## config.mk

```make
export PLATFORM = sky130hd
export DESIGN_NAME = wb_port_arbiter
export DESIGN_NICKNAME = d
export VERILOG_FILES = /design/src/rtl/wb_arb_pkg.sv /design/src/rtl/mux2_1_5bit.sv /design/src/rtl/wb_port_arbiter.sv
export SDC_FILE = /design/constraint.sdc
export NUM_CORES = 1
export LEC_CHECK = 0
export ABC_AREA = 1
export BUFFER_PORTS_ARGS = -buffer_cell sky130_fd_sc_hd__buf_2
export CORE_MARGIN = 1.5
export CORE_UTILIZATION = 50
export CTS_BUF_LIST = sky130_fd_sc_hd__clkbuf_8
export DETAILED_ROUTE_END_ITERATION = 10
export GPL_ROUTABILITY_DRIVEN = 0
export PLACE_DENSITY_LB_ADDON = 0.2
export SYNTH_ARGS = -nofsm -noshare
export SYNTH_HDL_FRONTEND = slang
export SYNTH_SLANG_ARGS = --single-unit
```

## constraint.sdc

```tcl
create_clock -name clk -period 2.9 [get_ports clk]
set_input_delay 0.435 -clock clk [delete_from_list [all_inputs] [get_ports clk]]
set_output_delay 0.435 -clock clk [all_outputs]
set_load 0.03 [all_outputs]
```

## src/rtl/wb_arb_pkg.sv

```systemverilog
// Shared types and constants for the writeback port arbiter.
// Holds the arbiter state enum, the XZR register index and default widths.
package wb_arb_pkg;

    localparam int ADDR_W_DEF = 5;
    localparam int DATA_W_DEF = 64;
    localparam int CNT_W_DEF  = 8;

    // X31 reads as zero, so writes to it are swallowed
    localparam logic [4:0] XZR_ADDR = 5'd31;

    typedef enum logic [1:0] {
        IDLE = 2'd0,
        WB0  = 2'd1,
        WB1  = 2'd2
    } wb_state_e;

endpackage

```

## src/rtl/mux2_1_5bit.sv

```systemverilog
// Two-input mux for the register-file address path (width defaults to 5).
module mux2_1_5bit #(
    parameter int W = 5
) (
    input  logic         i_sel,
    input  logic [W-1:0] i_a0,
    input  logic [W-1:0] i_a1,
    output logic [W-1:0] o_y
);

    // Select line 1 picks the second input
    always_comb begin
        o_y = i_sel ? i_a1 : i_a0;
    end

endmodule

```

## src/rtl/wb_port_arbiter.sv

```systemverilog
// Writeback port arbiter: shares the single register-file write port between
// the ALU/immediate result (req 0) and the load/BL-link result (req 1).
// The winning write is registered for one cycle; writes to XZR are dropped.
// Build option WB_ARB_RR_EN: when defined, contests alternate round-robin;
// when undefined, req 1 always wins a contest and no rr pointer exists.
module wb_port_arbiter
    import wb_arb_pkg::*;
#(
    parameter int ADDR_W = ADDR_W_DEF,
    parameter int DATA_W = DATA_W_DEF,
    parameter int CNT_W  = CNT_W_DEF
) (
    input  logic              clk,
    input  logic              reset,
    input  logic [1:0]        req_valid,
    input  logic [ADDR_W-1:0] req_addr0,
    input  logic [ADDR_W-1:0] req_addr1,
    input  logic [DATA_W-1:0] req_data0,
    input  logic [DATA_W-1:0] req_data1,
    output logic [1:0]        req_ready,
    input  logic              wb_stall,
    output logic              wr_en,
    output logic [ADDR_W-1:0] wr_addr,
    output logic [DATA_W-1:0] wr_data,
    output logic              wr_sel,
    output logic [CNT_W-1:0]  conflict_cnt
);

    wb_state_e         r_state;
    logic              r_wr_en;
    logic [ADDR_W-1:0] r_addr0;
    logic [ADDR_W-1:0] r_addr1;
    logic [DATA_W-1:0] r_data0;
    logic [DATA_W-1:0] r_data1;
    logic [CNT_W-1:0]  r_cnt;

    logic [1:0]        w_ready;
    logic              w_contest;
    logic              w_grant_any;
    logic              w_grant_idx;
    logic [ADDR_W-1:0] w_grant_addr;
    logic              w_is_xzr;

`ifdef WB_ARB_RR_EN
    logic              r_rr_ptr;
`endif

    // Grant decision: nothing while stalled or in reset, at most one ready bit
    always_comb begin
        w_contest = (req_valid == 2'b11);
        w_ready   = 2'b00;
        if (reset && !wb_stall) begin
            case (req_valid)
                2'b01:   w_ready = 2'b01;
                2'b10:   w_ready = 2'b10;
`ifdef WB_ARB_RR_EN
                2'b11:   w_ready = r_rr_ptr ? 2'b10 : 2'b01;
`else
                2'b11:   w_ready = 2'b10;
`endif
                default: w_ready = 2'b00;
            endcase
        end
    end

    assign w_grant_any  = |w_ready;
    assign w_grant_idx  = w_ready[1];
    assign w_grant_addr = w_grant_idx ? req_addr1 : req_addr0;
    assign w_is_xzr     = (w_grant_addr == ADDR_W'(XZR_ADDR));

    // Writeback FSM: next state is the source granted this cycle; captures the write
    always_ff @(posedge clk or negedge reset) begin
        if (!reset) begin
            r_state <= IDLE;
            r_wr_en <= 1'b0;
            r_addr0 <= '0;
            r_addr1 <= '0;
            r_data0 <= '0;
            r_data1 <= '0;
        end else begin
            r_wr_en <= w_grant_any && !w_is_xzr;
            if (!w_grant_any) begin
                r_state <= IDLE;
            end else if (w_grant_idx) begin
                r_state <= WB1;
            end else begin
                r_state <= WB0;
            end
            if (w_ready[0]) begin
                r_addr0 <= req_addr0;
                r_data0 <= req_data0;
            end
            if (w_ready[1]) begin
                r_addr1 <= req_addr1;
                r_data1 <= req_data1;
            end
        end
    end

    // Saturating count of unstalled cycles where both requesters want the port
    always_ff @(posedge clk or negedge reset) begin
        if (!reset) begin
            r_cnt <= '0;
        end else if (w_contest && !wb_stall && (r_cnt != {CNT_W{1'b1}})) begin
            r_cnt <= r_cnt + 1'b1;
        end
    end

`ifdef WB_ARB_RR_EN
    // After a contested grant the loser becomes preferred for the next contest
    always_ff @(posedge clk or negedge reset) begin
        if (!reset) begin
            r_rr_ptr <= 1'b0;
        end else if (w_contest && w_grant_any) begin
            r_rr_ptr <= ~w_grant_idx;
        end
    end
`endif

    assign req_ready    = w_ready;
    assign wr_en        = r_wr_en;
    assign wr_sel       = (r_state == WB1);
    assign conflict_cnt = r_cnt;

    mux2_1_5bit #(
        .W (ADDR_W)
    ) u_addr_mux (
        .i_sel (wr_sel),
        .i_a0  (r_addr0),
        .i_a1  (r_addr1),
        .o_y   (wr_addr)
    );

    // 64-bit data select follows the same registered select line
    assign wr_data = wr_sel ? r_data1 : r_data0;

endmodule
```

## Yosys cells after proc, flatten, opt, wreduce, memory -nomap -nowiden

Cells that the tools add are included.

- Flip-flop bits (word level): 149
- Input bits: 143
- Output and inout port bits: 81
- Word-level logic and storage cells: 29

- $add $sub $neg: 1
- Equal/unequal tests: 6
- Muxes and demuxes: 7
- Reductions and logical operators: 8

Operators by type and width:

| cell | count |
|---|---|
| 64-bit two-way mux | 1 |
| 5-bit two-way mux | 2 |
| 8-bit by 1-bit adder with 8-bit output (second input constant) | 1 |
| 8-bit inequality test (second input constant) | 1 |
| 2-bit equality test (second input constant) | 3 |
| 2-bit two-way mux | 3 |
| 5-bit equality test (second input constant) | 1 |
| 1-bit logical AND | 4 |
| 2-bit case mux with 2 select lines | 1 |
| 2-bit OR reduction | 2 |
| 2-bit by 1-bit equality test with 1-bit output (second input constant) | 1 |
| 1-bit logical NOT | 2 |

## Longest topological paths before layout

Gate-level depths: netlist of run 1.

- Word-level depth: 8
- Gate-level depth with buffers: 8
- Gate-level depth less buffers: 8

## Cells and area by module

A second synthesis of run 1 with hierarchy kept.

- Cells, all modules: 885
- Area total of the unflattened synthesis: 6630.1 um2

Modules (own cells, without submodules):

| module | instances | cells each | area an instance (um2) | sequential area each (um2) |
|---|---|---|---|---|
| wb_port_arbiter | 1 | 869 | 6570.1 | 3728.6 |
| mux2_1_5bit | 1 | 16 | 60.1 | 0.0 |

## Worst setup path before layout of run 1

Ideal clock, no wire load.

- Kind: register to output
- From: register r_state[0]
- To: output wr_addr[0]
- Data arrival time: 1414 ps
- Required time: 2465 ps
- Slack: 1051 ps
- Stages on the path, launching flop included: 5
- Buffers on the path: 1
- Cell sequence: dfrtp_1 nor2_1 inv_1 clkbuf_1 o21ai_0

- Longest elaborated chain between the ends: 2

Ends and longest elaborated chain:

| what | line | source |
|---|---|---|
| from (decl) | wb_port_arbiter.sv:29 | `wb_state_e r_state;` |
| from (signal assigned) | wb_port_arbiter.sv:74 | `r_state <= IDLE;` |
| from (signal assigned) | wb_port_arbiter.sv:83 | `r_state <= IDLE;` |
| from (signal assigned) | wb_port_arbiter.sv:85 | `r_state <= WB1;` |
| 2-bit equality test | wb_port_arbiter.sv:122 | `assign wr_sel = (r_state == WB1);` |
| 5-bit two-way mux | mux2_1_5bit.sv:13 | `o_y = i_sel ? i_a1 : i_a0;` |
| to (decl) | wb_port_arbiter.sv:23 | `output logic [ADDR_W-1:0] wr_addr,` |

No other way between the ends.

## Worst setup path after layout of run 1

- From: input reset
- To: output req_ready[0]

- Longest elaborated chain between the ends: 2

Ends and longest elaborated chain:

| what | line | source |
|---|---|---|
| from (decl) | wb_port_arbiter.sv:14 | `input logic reset,` |
| 1-bit logical AND | wb_port_arbiter.sv:52 | `if (reset && !wb_stall) begin` |
| 2-bit two-way mux | wb_port_arbiter.sv:52 |  |
| to (decl) | wb_port_arbiter.sv:20 | `output logic [1:0] req_ready,` |

No other way between the ends.

==> results.md, run 1 <==
Worst setup path:
- The worst setup path is launched from an input port.
- The maximum fanout along the worst path is 24.
- The largest single stage delay on the critical path is 540 ps.
- Data on the critical path arrives at its endpoint at 2080 ps.
- The kind of end point of the critical path is an output pin.
- For the worst setup path, the data required time is 2470 ps.
- The critical path goes through dlygate4sd3_1 > buf_6 > inv_1 > nor2_1 > nand3_2 > inv_2 > buf_2.
- Setup slack on the worst reg-to-reg path comes out at 1380 ps.
- The class of the most critical setup path is in -> out.
- The cell with the biggest individual delay on the critical path is sky130_fd_sc_hd__dlygate4sd3_1.

Global routing:
- The number of global-route vias before repair is 5810.
- Across every metal layer, demand over resource in global routing totals between 20 and 30%.
- The initial antenna violation count is 0.
- The total overflow left after global routing is 0.
- The largest net degree at the start of global routing is 132.
- The first global-routing pass estimated 28000 µm of wire.

Timing:
- The number of pins with negative max-slew slack in the final report is 0.
- In this run the tightest slew margin relative to its limit is 46.6%.
- The number of failing hold endpoints at the final stage is 0.
- In the final timing run, aggregate negative setup slack is 0 ps.
- The clock skew is 3.80 ps.
- The slew of the pin with the lowest slew margin is 801 ps.
- The clock period minus final worst setup slack is approximately 2500 ps.
- Setup repair after global routing left no endpoint under its margin.
- The upper clock frequency limit is 0.397 GHz.
- The share of the clock period used by the worst path after layout is 86.9%.
- Setup violations remaining at the end of the flow were counted as 0.

Logic synthesis:
- The post-synth net total is 1026.
- In this run the cell area of the synthesized design comes to 0.00662 mm².
- The sequential-to-total area share from yosys stat is 56.4%.
- The count of distinct cell types in the synthesized netlist is 18.
- The mean area per synthesized cell is 7.50 µm².
- The portion of synthesized cell area occupied by the leading cell type is a little under three fifths.
- The cell type with the highest aggregate area in the netlist is sky130_fd_sc_hd__dfrtp_1.
- The dominant synthesized flop cell is sky130_fd_sc_hd__dfrtp_1.
- The share of synthesized flip-flops with an asynchronous set or reset is 100%.
- In the post-synthesis netlist, the biggest area contributors are sky130_fd_sc_hd__dfrtp_1, sky130_fd_sc_hd__nand2_1, sky130_fd_sc_hd__buf_2.
- The count of flip-flops with a built-in enable after synthesis is 0.
- Counting instances in the post-synthesis netlist gives the leading cell types as sky130_fd_sc_hd__nand2_1, sky130_fd_sc_hd__dfrtp_1, sky130_fd_sc_hd__buf_2, sky130_fd_sc_hd__inv_1.
- sky130_fd_sc_hd__nand2_1 is the most common cell in the netlist.
- The number of warnings reported in the yosys synthesis log is 0.
- The register bit count reported by yosys is 149.
- Synthesis produced a netlist whose cell count is 882.

Pwr:
- Dividing total power by cell area gives a power density of 676 mW/mm².
- IR analysis of the VDD net gives a maximum drop of 0.336 mV.
- The analysis attributes to cell leakage a power of 5.01 nW.
- The design draws around 5.5 mW.

Routing:
- For this run, the detailed router's first-pass iteration total came to 4.
- Across all layers, the routed design uses 6101 vias.
- Dividing the detail-routed wire length by the instance count gives 13.2 µm.
- The total DRC errors in the routed layout is 0.
- Dividing the detail-routed via count by the number of cells gives 4.77.
- The detailed-route wire length is 16900 µm.
- The violation count after the first detailed-routing iteration is 580.
- Once detail routing completed, the nets flagged for antenna violations numbered 0.

Floorplan:
- Row generation in the floorplan step produced 41 rows.
- The die covers 0.0139 mm².
- The placeable core area is about 0.013 mm².
- The die is 118 µm wide.
- The initial standard-cell utilization of the core is between 50% and 60%.
- During I/O placement, the number of pins put on the boundary was between 200 and 250.
- The floorplan step set the die height to 118 µm.

Finish:
- After filler insertion, the fill cell instance count of the layout stands at 1193.
- The fraction of final layout cells sized beyond drive strength 1 is 24.1%.
- The layout overhead on the synthesized area is 24.1%.
- The final layout net count is ~1200.
- The diode insertion count for antenna repair is 0.

CTS:
- The number of clock buffers added by TritonCTS is 17.
- The total of hold buffers inserted after clock tree synthesis is 1.
- The clock sink total is 149.
- After clock tree synthesis, the setup repair step added 0 buffers.
- The clock input transition at the sequential cells of the worst setup and hold paths is 70 ps.
- The clock passes through at most 2 buffers.
- The number of resized instances in the post-cts repair step is 0.
- TritonCTS built the clock tree.
- The level count of the clock H-tree is 4.
- CTS placed an instance of sky130_fd_sc_hd__clkbuf_8 at the clock tree root.
- At the later pin of the worst-skew pair, clock insertion delay measures 430 ps.

Status:
- The run finished with clean final reports.

Hold path:
- In this run the worst hold path is classified as in -> reg.

Place:
- The total half-perimeter wirelength after legalization and detailed placement is 11100 µm.
- In this run the tool buffered the top-level ports with ~220 buffer cells.

Flow run:
- Max-cap violations in this run came to 0.
[report_power, final]
part / internal (mW) / switching [mW] / total [mW]
Combinational: 0.483 / 0.979 / 1.46
Clock: 0.707 / 0.718 / 1.42
Sequential: 2.44 / 0.218 / 2.66
Total: 3.63 / 1.91 / 5.55
[sequential cells by signal, indices dropped and copies added, names as in the netlist]
signal and flops:
conflict_cnt 8, r_addr0 5, r_addr1 5, r_data0 64, r_data1 64, r_state 2, wr_en 1
[metrics by stage]
step	cell area, µm²	hold WS [ps]	setup slack, ps	util (%)	instances
finish	8210	191	381	64.2	1278
global route	8210	174	236	64.2	1278
CTS	8210	160	353	64.2	1278
detailed placement	7840	305	924	61.4	1245
global placement	7840	304	939	61.4	1245
floorplan	6620	139	1050	-	882
[cells in the final DEF (no fill, tap or decap), types with 2 or more instances in the layout]
master                     instances
sky130_fd_sc_hd__nand2_1         633
sky130_fd_sc_hd__buf_2           222
sky130_fd_sc_hd__dfrtp_1         149
sky130_fd_sc_hd__clkbuf_8         23
sky130_fd_sc_hd__inv_1            21
sky130_fd_sc_hd__o21ai_0          12
sky130_fd_sc_hd__buf_4            10
sky130_fd_sc_hd__nor2_1            8
sky130_fd_sc_hd__nand3_1           4
sky130_fd_sc_hd__inv_2             3
sky130_fd_sc_hd__nand4_1           3
sky130_fd_sc_hd__xnor2_1           3
sky130_fd_sc_hd__clkinv_2          3
sky130_fd_sc_hd__nand3_2           2
sky130_fd_sc_hd__xor2_1            2
sky130_fd_sc_hd__nand3b_1          2
[layout make-up]
type                    instances  area [µm²]  area share (%)
inverters                      18        67.6           0.823
flip-flops and latches        149        3730            45.4
clock buffers                  23         317            3.86
multi-input cells             672        2610            31.8
clock inverters                 9        37.5           0.457
repair buffers                235        1230            15.0
well taps                     172         215            2.62
[kinds of logic after synthesis]
group           share of synthesized area, %
compound gates                         0.908
xor+xnor                               0.662
fa+ha+maj                              0.189
buf+inv                                 4.24
flops                                   56.4
simple gates                            37.6
[metal layers]
metal | vias to the layer above | share of wire, % | GRT usage, %
met2 | 230 | 47 | 39.5
li1 | 3057 | - | -
met1 | 2790 | 45 | 34.5
met3 | 24 | 6.8 | 4.89
met5 | - | 0 | 0
met4 | 0 | 1.7 | 9.45
[critical path, delay by kind of cell]
family	cells	cell delay (ps)
buf+inv	5	1410
simple gates	2	200
[worst paths after layout]
kind / startpoint / endpoint / cells after the start
worst max register to register: conflict_cnt[0] / conflict_cnt[3] / 8
worst min register to register: r_data1[58] / r_data1[58] / 2
worst max-delay path: reset / req_ready[0] / 7
worst min-delay path: req_data1[11] / r_data1[11] / 3
min in group asynchronous: reset / r_addr1[3] / 2
max in group asynchronous: reset / r_data0[35] / 3
Power figures use the tool's default switching activity.
==> inputs of run 2 (changes only) <==
Settings changed: RECOVER_POWER from default to 100, REMOVE_ABC_BUFFERS from default to 1.
==> results.md, run 2 (synthesis gave the netlist of run 1 again) <==
Worst setup path:
- In this run the critical register-to-register path is launched from conflict_cnt[0].
- The worst setup slack for register-to-register paths is 1290 ps (-90 ps).
- The required time of the critical path is 2470 ps (about the same).
- The number of cells on the critical path was 5 (-2).
- The endpoint arrival time on the critical path is 2180 ps (+100 ps).
- The largest stage delay on the critical path is 620 ps (+80 ps).
- The most used cell along the critical path is sky130_fd_sc_hd__nand2_1.
- The worst setup path is of the reg -> out kind.
- The depth of the worst register-to-register path is 8 (unchanged).
- The count of buffer and inverter cells on the critical path is 2 (-3).
- The maximum fanout along the worst path is 65 (+170%).
- The cell family contributing the most delay on the critical path is buffers and inverters.
- The endpoint identified for the worst register-to-register timing path is conflict_cnt[3].
- The critical path goes through nor2_4 > clkbuf_4 > nand2_1 > nand2_1 > clkbuf_1.
- The cell with the biggest individual delay on the critical path is sky130_fd_sc_hd__clkbuf_4.
- The worst setup path is captured at an output pin.
- The nature of the critical path startpoint is a flop.

CTS:
- The total of hold buffers inserted after clock tree synthesis is 1 (unchanged).
- TritonCTS built the clock tree.
- The clock latency on the worst-skew pair came to 440 ps (about the same).
- The number of buffers on the longest clock path was 2 (unchanged).
- CTS placed an instance of sky130_fd_sc_hd__clkbuf_8 at the clock tree root.
- The number of resized instances in the post-cts repair step is 0 (unchanged).
- The level count of the clock H-tree came to 4 (unchanged).
- The clock sink total is 149 (unchanged).
- The buffers inserted during post-CTS setup optimization is 0 (unchanged).
- The clock input transition at the sequential cells of the worst setup and hold paths is 80 ps (about the same).
- The TritonCTS buffer count is 17 (unchanged).

Global routing:
- The initial antenna violation count is 2 (+2).
- The overall global routing resource usage came to 25.4% (+0.37 points).
- The first-pass GRT wire length came to 28300 µm (+1.2%).
- The largest net degree at the start of global routing is 71 (-46%).
- The final global-route overflow total is 0 (unchanged).
- The number of global-route vias before repair came to 5848 (+0.65%).

Floorplan:
- The boundary pin count is 224 (unchanged).
- The count of standard-cell rows is 41 (unchanged).
- The die outline area came to 0.0139 mm² (unchanged).
- The initial standard-cell utilization of the core is 51.8% (unchanged).
- The die span in y is 118 µm (unchanged).
- The die span in x is 118 µm (unchanged).
- The placeable core area is 0.0128 mm² (unchanged).

Finish:
- The number of filler cells placed in the layout is 1198 (+0.42%).
- The final layout net count is 1236 (-0.081%).
- The post-route standard cell area excluding fillers came to 0.00816 mm² (-0.53%).
- The fraction of final layout cells sized beyond drive strength 1 is 18.7% (-5.5 points).
- The most common cell after layout, fill and taps aside is sky130_fd_sc_hd__nand2_1.
- The layout overhead on the synthesized area is 23.4%.
- The final design utilization is 63.9% (-0.34 points).
- In the layout the commonest cells are sky130_fd_sc_hd__nand2_1, sky130_fd_sc_hd__buf_2, sky130_fd_sc_hd__dfrtp_1.

Timing:
- The share of the clock period used by the worst path after layout is 90.2% (+3.3 points).
- The worst-case headroom to the max-slew limit is -6.30% (-53 points).
- The upper clock frequency limit came to 0.382 GHz (-3.7%).
- The number of setup violations in the final report is 0 (unchanged).
- The slew of the pin with the lowest slew margin is 1590 ps (+793 ps).
- Setup repair after global routing left no endpoint under its margin.
- The number of pins with negative max-slew slack in the final report came to 138 (+138).
- The setup TNS came to 0 ps (unchanged).
- The number of failing hold endpoints at the final stage was 0 (unchanged).
- The clock period minus final worst setup slack was 2620 ps (+96.1 ps).
- The clock skew is 5.05 ps (+1.26 ps).

Status:
- The final reports fail on capacitance limit, slew limit.
- The run finished, with violations left.

Routing:
- The detailed-route wire length was 17000 µm (+0.20%).
- The total DRC errors in the routed layout is 0 (unchanged).
- The violation count after the first detailed-routing iteration was 498 (-14%).
- The detail-routed via count per cell is 4.86 (+1.8%).
- The wire length per cell came to 13.3 µm (+0.27%).
- The first-pass detailed-route iteration total is 6 (+2).
- The count of vias placed by the detailed router is 6208 (+1.8%).
- The number of routed nets with antenna violations is 0 (unchanged).

Place:
- The total half-perimeter wirelength after legalization and detailed placement came to 11500 µm (+2.9%).
- The count of buffers inserted at the top-level ports came to 223 (unchanged).
- The cell area reported after detailed placement came to 0.00784 mm² (about the same).

Pwr:
- The final total power is 5.77 mW (+4.0%).
- The total leakage power was 4.80 nW (-4.1%).
- The highest ir drop seen on vdd is 0.409 mV (+22%).
- The total power density per cell area is 707 mW/mm² (+4.5%).

Hold path:
- The path with the worst hold slack has its endpoint at r_data0[35].
- The origin of the worst min-delay path is req_data0[35].
- The class of the tightest hold or removal check is in -> reg.
- The count of cells along the worst hold path was 3 (unchanged).

Flow run:
- The number of max-cap violations is 2 (+2).
run 2: cell type report:
cell class              instances  area, µm²  share of cell area (%)
diodes                          1       2.50                  0.0307
clock buffers                  18        248                    3.03
clock inverters                13        165                    2.02
inverters                      18       67.6                   0.828
multi-input cells             672       2600                    31.9
flip-flops and latches        149       3730                    45.7
well taps                     172        215                    2.64
repair buffers                234       1130                    13.9
run 2: metal layers:
layer	share of wire (%)	GRT usage, %
met2	48	39.4
met3	6.5	5.91
met5	0.071	0
met1	44	35.1
met4	2.1	9.07
run 2: stage by stage:
stage | std cells | hold slack [ps] | worst slack (ps)
final | 1277 | 179 | 285
after global routing | 1277 | 159 | 152
after CTS | 1276 | 155 | 431
after detailed placement | 1244 | 320 | 895
after global placement | 1244 | 320 | 904
after floorplan | 839 | 139 | -3050
run 2: worst max path at each step:
stage	start	endpoint	slack [ps]
3_5_place_dp	reset	wr_en	900
5_1_grt	r_state[0]	wr_data[48]	150
4_1_cts	r_state[0]	wr_data[55]	430
6_report	r_state[0]	wr_data[15]	280
2_1_floorplan	r_state[1]	wr_addr[0]	-3050
3_3_place_gp	reset	wr_en	900
run 2: worst min-delay path, stage by stage:
cell                      delay, ps
sky130_fd_sc_hd__buf_2           70
sky130_fd_sc_hd__nand2_1         40
sky130_fd_sc_hd__nand2_1         40
run 2: report_power, final:
group          leakage (nW)  switching, mW  internal, mW
Clock                 0.220          0.749         0.940
Combinational          2.72          0.986         0.434
Sequential             1.87          0.217          2.44
Total                  4.80           1.95          3.82
==> inputs of run 3 (changes only) <==
Settings changed: CORE_UTILIZATION 50 to 47.
Clock period 2.9 ns to 2.4 ns, I/O delays scaled along.
==> results.md, run 3 (synthesis gave the netlist of run 1 again) <==
Status:
- The flow ran to the end, and the final reports show no timing, DRC or antenna violations.

CTS:
- The clock sink total came to 149 (unchanged).
- The level count of the clock H-tree is 4 (unchanged).
- The number of buffers on the longest clock path is 2 (unchanged).
- The buffers inserted during post-CTS setup optimization is 0 (unchanged).
- The clock latency on the worst-skew pair is 440 ps (about the same).
- The clock tree from TritonCTS is done.
- The TritonCTS buffer count is 17 (unchanged).
- The clock input transition at the sequential cells of the worst setup and hold paths is 80 ps (about the same).
- The master cell of the clock root buffer is sky130_fd_sc_hd__clkbuf_8.

Routing:
- The detail-routed via count per cell is 4.70 (-3.4%).
- The first-pass detailed-route iteration total was 5 (-1).
- The violation count after the first detailed-routing iteration is 427 (-14%).
- The count of vias placed by the detailed router is 6030 (-2.9%).
- The wire length per cell is 13.1 µm (-1.0%).
- The number of routed nets with antenna violations is 0 (unchanged).
- The total DRC errors in the routed layout came to 0 (unchanged).
- The detailed-route wire length is 16900 µm (-0.48%).

Timing:
- The number of failing hold endpoints at the final stage is 0 (unchanged).
- The post-layout worst setup margin is 178 ps (-106 ps).
- The slew of the pin with the lowest slew margin is 851 ps (-744 ps).
- The clock skew is 1.94 ps (-3.12 ps).
- The routed design could run at a clock period as short as between 2000 and 2500 ps.
- The setup TNS came to 0 ps (unchanged).
- The worst-case headroom to the max-slew limit is 43.3% (+50 points).
- The number of setup violations in the final report is 0 (unchanged).
- Setup repair after global routing left no endpoint under its margin.
- The number of pins with negative max-slew slack in the final report is 0 (-100%).
- The upper clock frequency limit is 0.450 GHz.
- The share of the clock period used by the worst path after layout is between 90 and 100%.

Floorplan:
- The die span in x came to 122 µm (+3.1%).
- The die span in y is 122 µm (+3.1%).
- The die outline area is 0.0148 mm² (+6.2%).
- The boundary pin count came to 224 (unchanged).
- The count of standard-cell rows is 43 (+4.9%).
- The initial standard-cell utilization of the core is 47.8% (-3.9 points).
- The placeable core area is 0.0138 mm² (+8.2%).

Worst setup path:
- The worst setup slack for register-to-register paths is 780 ps (-510 ps).
- STA classifies the critical path endpoint as an output pin.
- The maximum fanout along the worst path is 49 (-25%).
- The critical path goes through inv_1 > nor2_4 > inv_2 > buf_6 > nand2_1 > nand2_1 > clkbuf_1.
- The nature of the critical path startpoint is a flop.
- Counting stages on the worst path, the most repeated cell is sky130_fd_sc_hd__nand2_1.
- The reg-to-reg startpoint is conflict_cnt[0].
- In this design, the largest share of critical-path delay is due to buffers and inverters.
- The endpoint of the lowest-slack register-to-register path is conflict_cnt[3].
- The count of buffer and inverter cells on the critical path is 4 (+2).
- The largest stage delay on the critical path is 360 ps (-260 ps).
- The endpoint arrival time on the critical path is 1860 ps (-320 ps).
- The class of the most critical setup path is reg -> out.
- The required time of the critical path is 2040 ps (-430 ps).
- The cell with the biggest individual delay on the critical path is sky130_fd_sc_hd__dfrtp_1.
- The depth of the worst register-to-register path is 8 (unchanged).

Global routing:
- The largest net degree at the start of global routing is 134 (+89%).
- The number of global-route vias before repair is 5635 (-3.6%).
- The first-pass GRT wire length is 27200 µm (-3.8%).
- The final global-route overflow total is 0 (unchanged).
- The initial antenna violation count is 1 (-1).
- The overall global routing resource usage was 23.8% (-1.6 points).

Place:
- The cell area reported after detailed placement is 0.00787 mm² (+0.45%).
- The count of buffers inserted at the top-level ports came to 223 (unchanged).
- The total half-perimeter wirelength after legalization and detailed placement came to 10800 µm (-6.2%).
- The post-placement worst setup slack came to 543 ps (-352 ps).

Finish:
- Leaving out fill and tap cells, the most frequent cell in the layout is sky130_fd_sc_hd__nand2_1.
- The number of filler cells placed in the layout came to 1378 (+15%).
- The final layout net count is 1236 (unchanged).
- In the layout the commonest cells are sky130_fd_sc_hd__nand2_1, sky130_fd_sc_hd__dfrtp_1, sky130_fd_sc_hd__buf_2.
- The final design utilization was 58.8% (-5.1 points).
- The fraction of final layout cells sized beyond drive strength 1 is 18.4% (-0.26 points).
- Compared with the post-synthesis result, the final layout area differs by 22.8%.
- The post-route standard cell area excluding fillers was 0.00812 mm² (-0.48%).

Pwr:
- The highest ir drop seen on vdd came to 0.421 mV (+3.0%).
- The part of the power in registers came to 48.7% (+2.6 points).
- The switching power share of the total came to 35.1% (+1.3 points).
- The total power density per cell area is 809 mW/mm² (+14%).
- The total leakage power is 4.78 nW (-0.46%).
- The final total power is 6.57 mW (+14%).
- The proportion of power drawn by combinational gates is 26.2% (+1.6 points).
- The clock network power share is 25.1% (-4.2 points).
- The switching power summed over all nets came to 2.31 mW (+18%).
- The cell-internal power is 4.26 mW (+12%).

Flow run:
- The number of max-cap violations is 0 (-2).

Hold path:
- The end point of the worst hold path is r_data0[43].
- The path class of the tightest hold or removal check is in -> reg.
- The startpoint identified for the worst hold timing path is req_data0[43].
- The count of cells along the worst hold path is 3 (unchanged).
## run 3: layout make-up
type	instances	area (µm²)	area share, %
clock buffers	21	289	3.56
inverters	18	67.6	0.832
well taps	180	225	2.77
multi-input cells	672	2610	32.1
diodes	1	2.50	0.0308
clock inverters	9	40.0	0.493
repair buffers	234	1160	14.3
flip-flops and latches	149	3730	45.9
## run 3: how the worst max path moves through the flow
stage	from	to	slack, ps	cells after the start
2_1_floorplan	r_state[1]	wr_addr[0]	-3470	4
3_3_place_gp	reset	wr_en	550	7
3_5_place_dp	reset	wr_en	540	7
4_1_cts	r_state[1]	wr_data[2]	90	7
5_1_grt	r_state[1]	wr_data[39]	60	7
6_report	r_state[1]	wr_data[32]	180	7
## run 3: per-layer routing
metal  up-vias  wire length (µm)  track usage (%)
met5         -                 0                0
met4         0               222             8.46
met3        17               903             4.63
met2       194              7770             36.7
met1      2759              7970             33.8
li1       3060                 -                -
## run 3: per-stage QoR
step / cells / hold WS [ps]
after floorplan: 839 / 64.4
after global placement: 1252 / 224
after detailed placement: 1252 / 219
after CTS: 1283 / 74.3
after global routing: 1283 / 92.9
final: 1284 / 107
## run 3: what timing repair did
item,4_1_cts,5_1_grt
endpoints found under the hold margin,19,0
setup endpoints to repair,0,3
gates resized for setup,0,1
hold buffers,1,0
## run 3: power by group through the flow
| stage | combinational, mW | sequential (mW) | clock [mW] |
|---|---|---|---|
| final | 1.72 | 3.20 | 1.65 |
| after CTS | 1.80 | 3.19 | 1.70 |
| after floorplan | 1.13 | 3.27 | 0 |
| after detailed placement | 1.79 | 3.24 | 0 |
| after global placement | 1.77 | 3.22 | 0 |
| after global routing | 1.93 | 3.26 | 1.79 |
## run 3: worst reg2reg max path: stages (launching register included)
cell	delay, ps
sky130_fd_sc_hd__dfrtp_1	400
sky130_fd_sc_hd__ha_1	200
sky130_fd_sc_hd__nand3_1	130
sky130_fd_sc_hd__nor2_1	160
sky130_fd_sc_hd__nand2_1	60
sky130_fd_sc_hd__nand2_1	220
sky130_fd_sc_hd__inv_1	180
sky130_fd_sc_hd__nand2_1	90
sky130_fd_sc_hd__o21ai_0	70
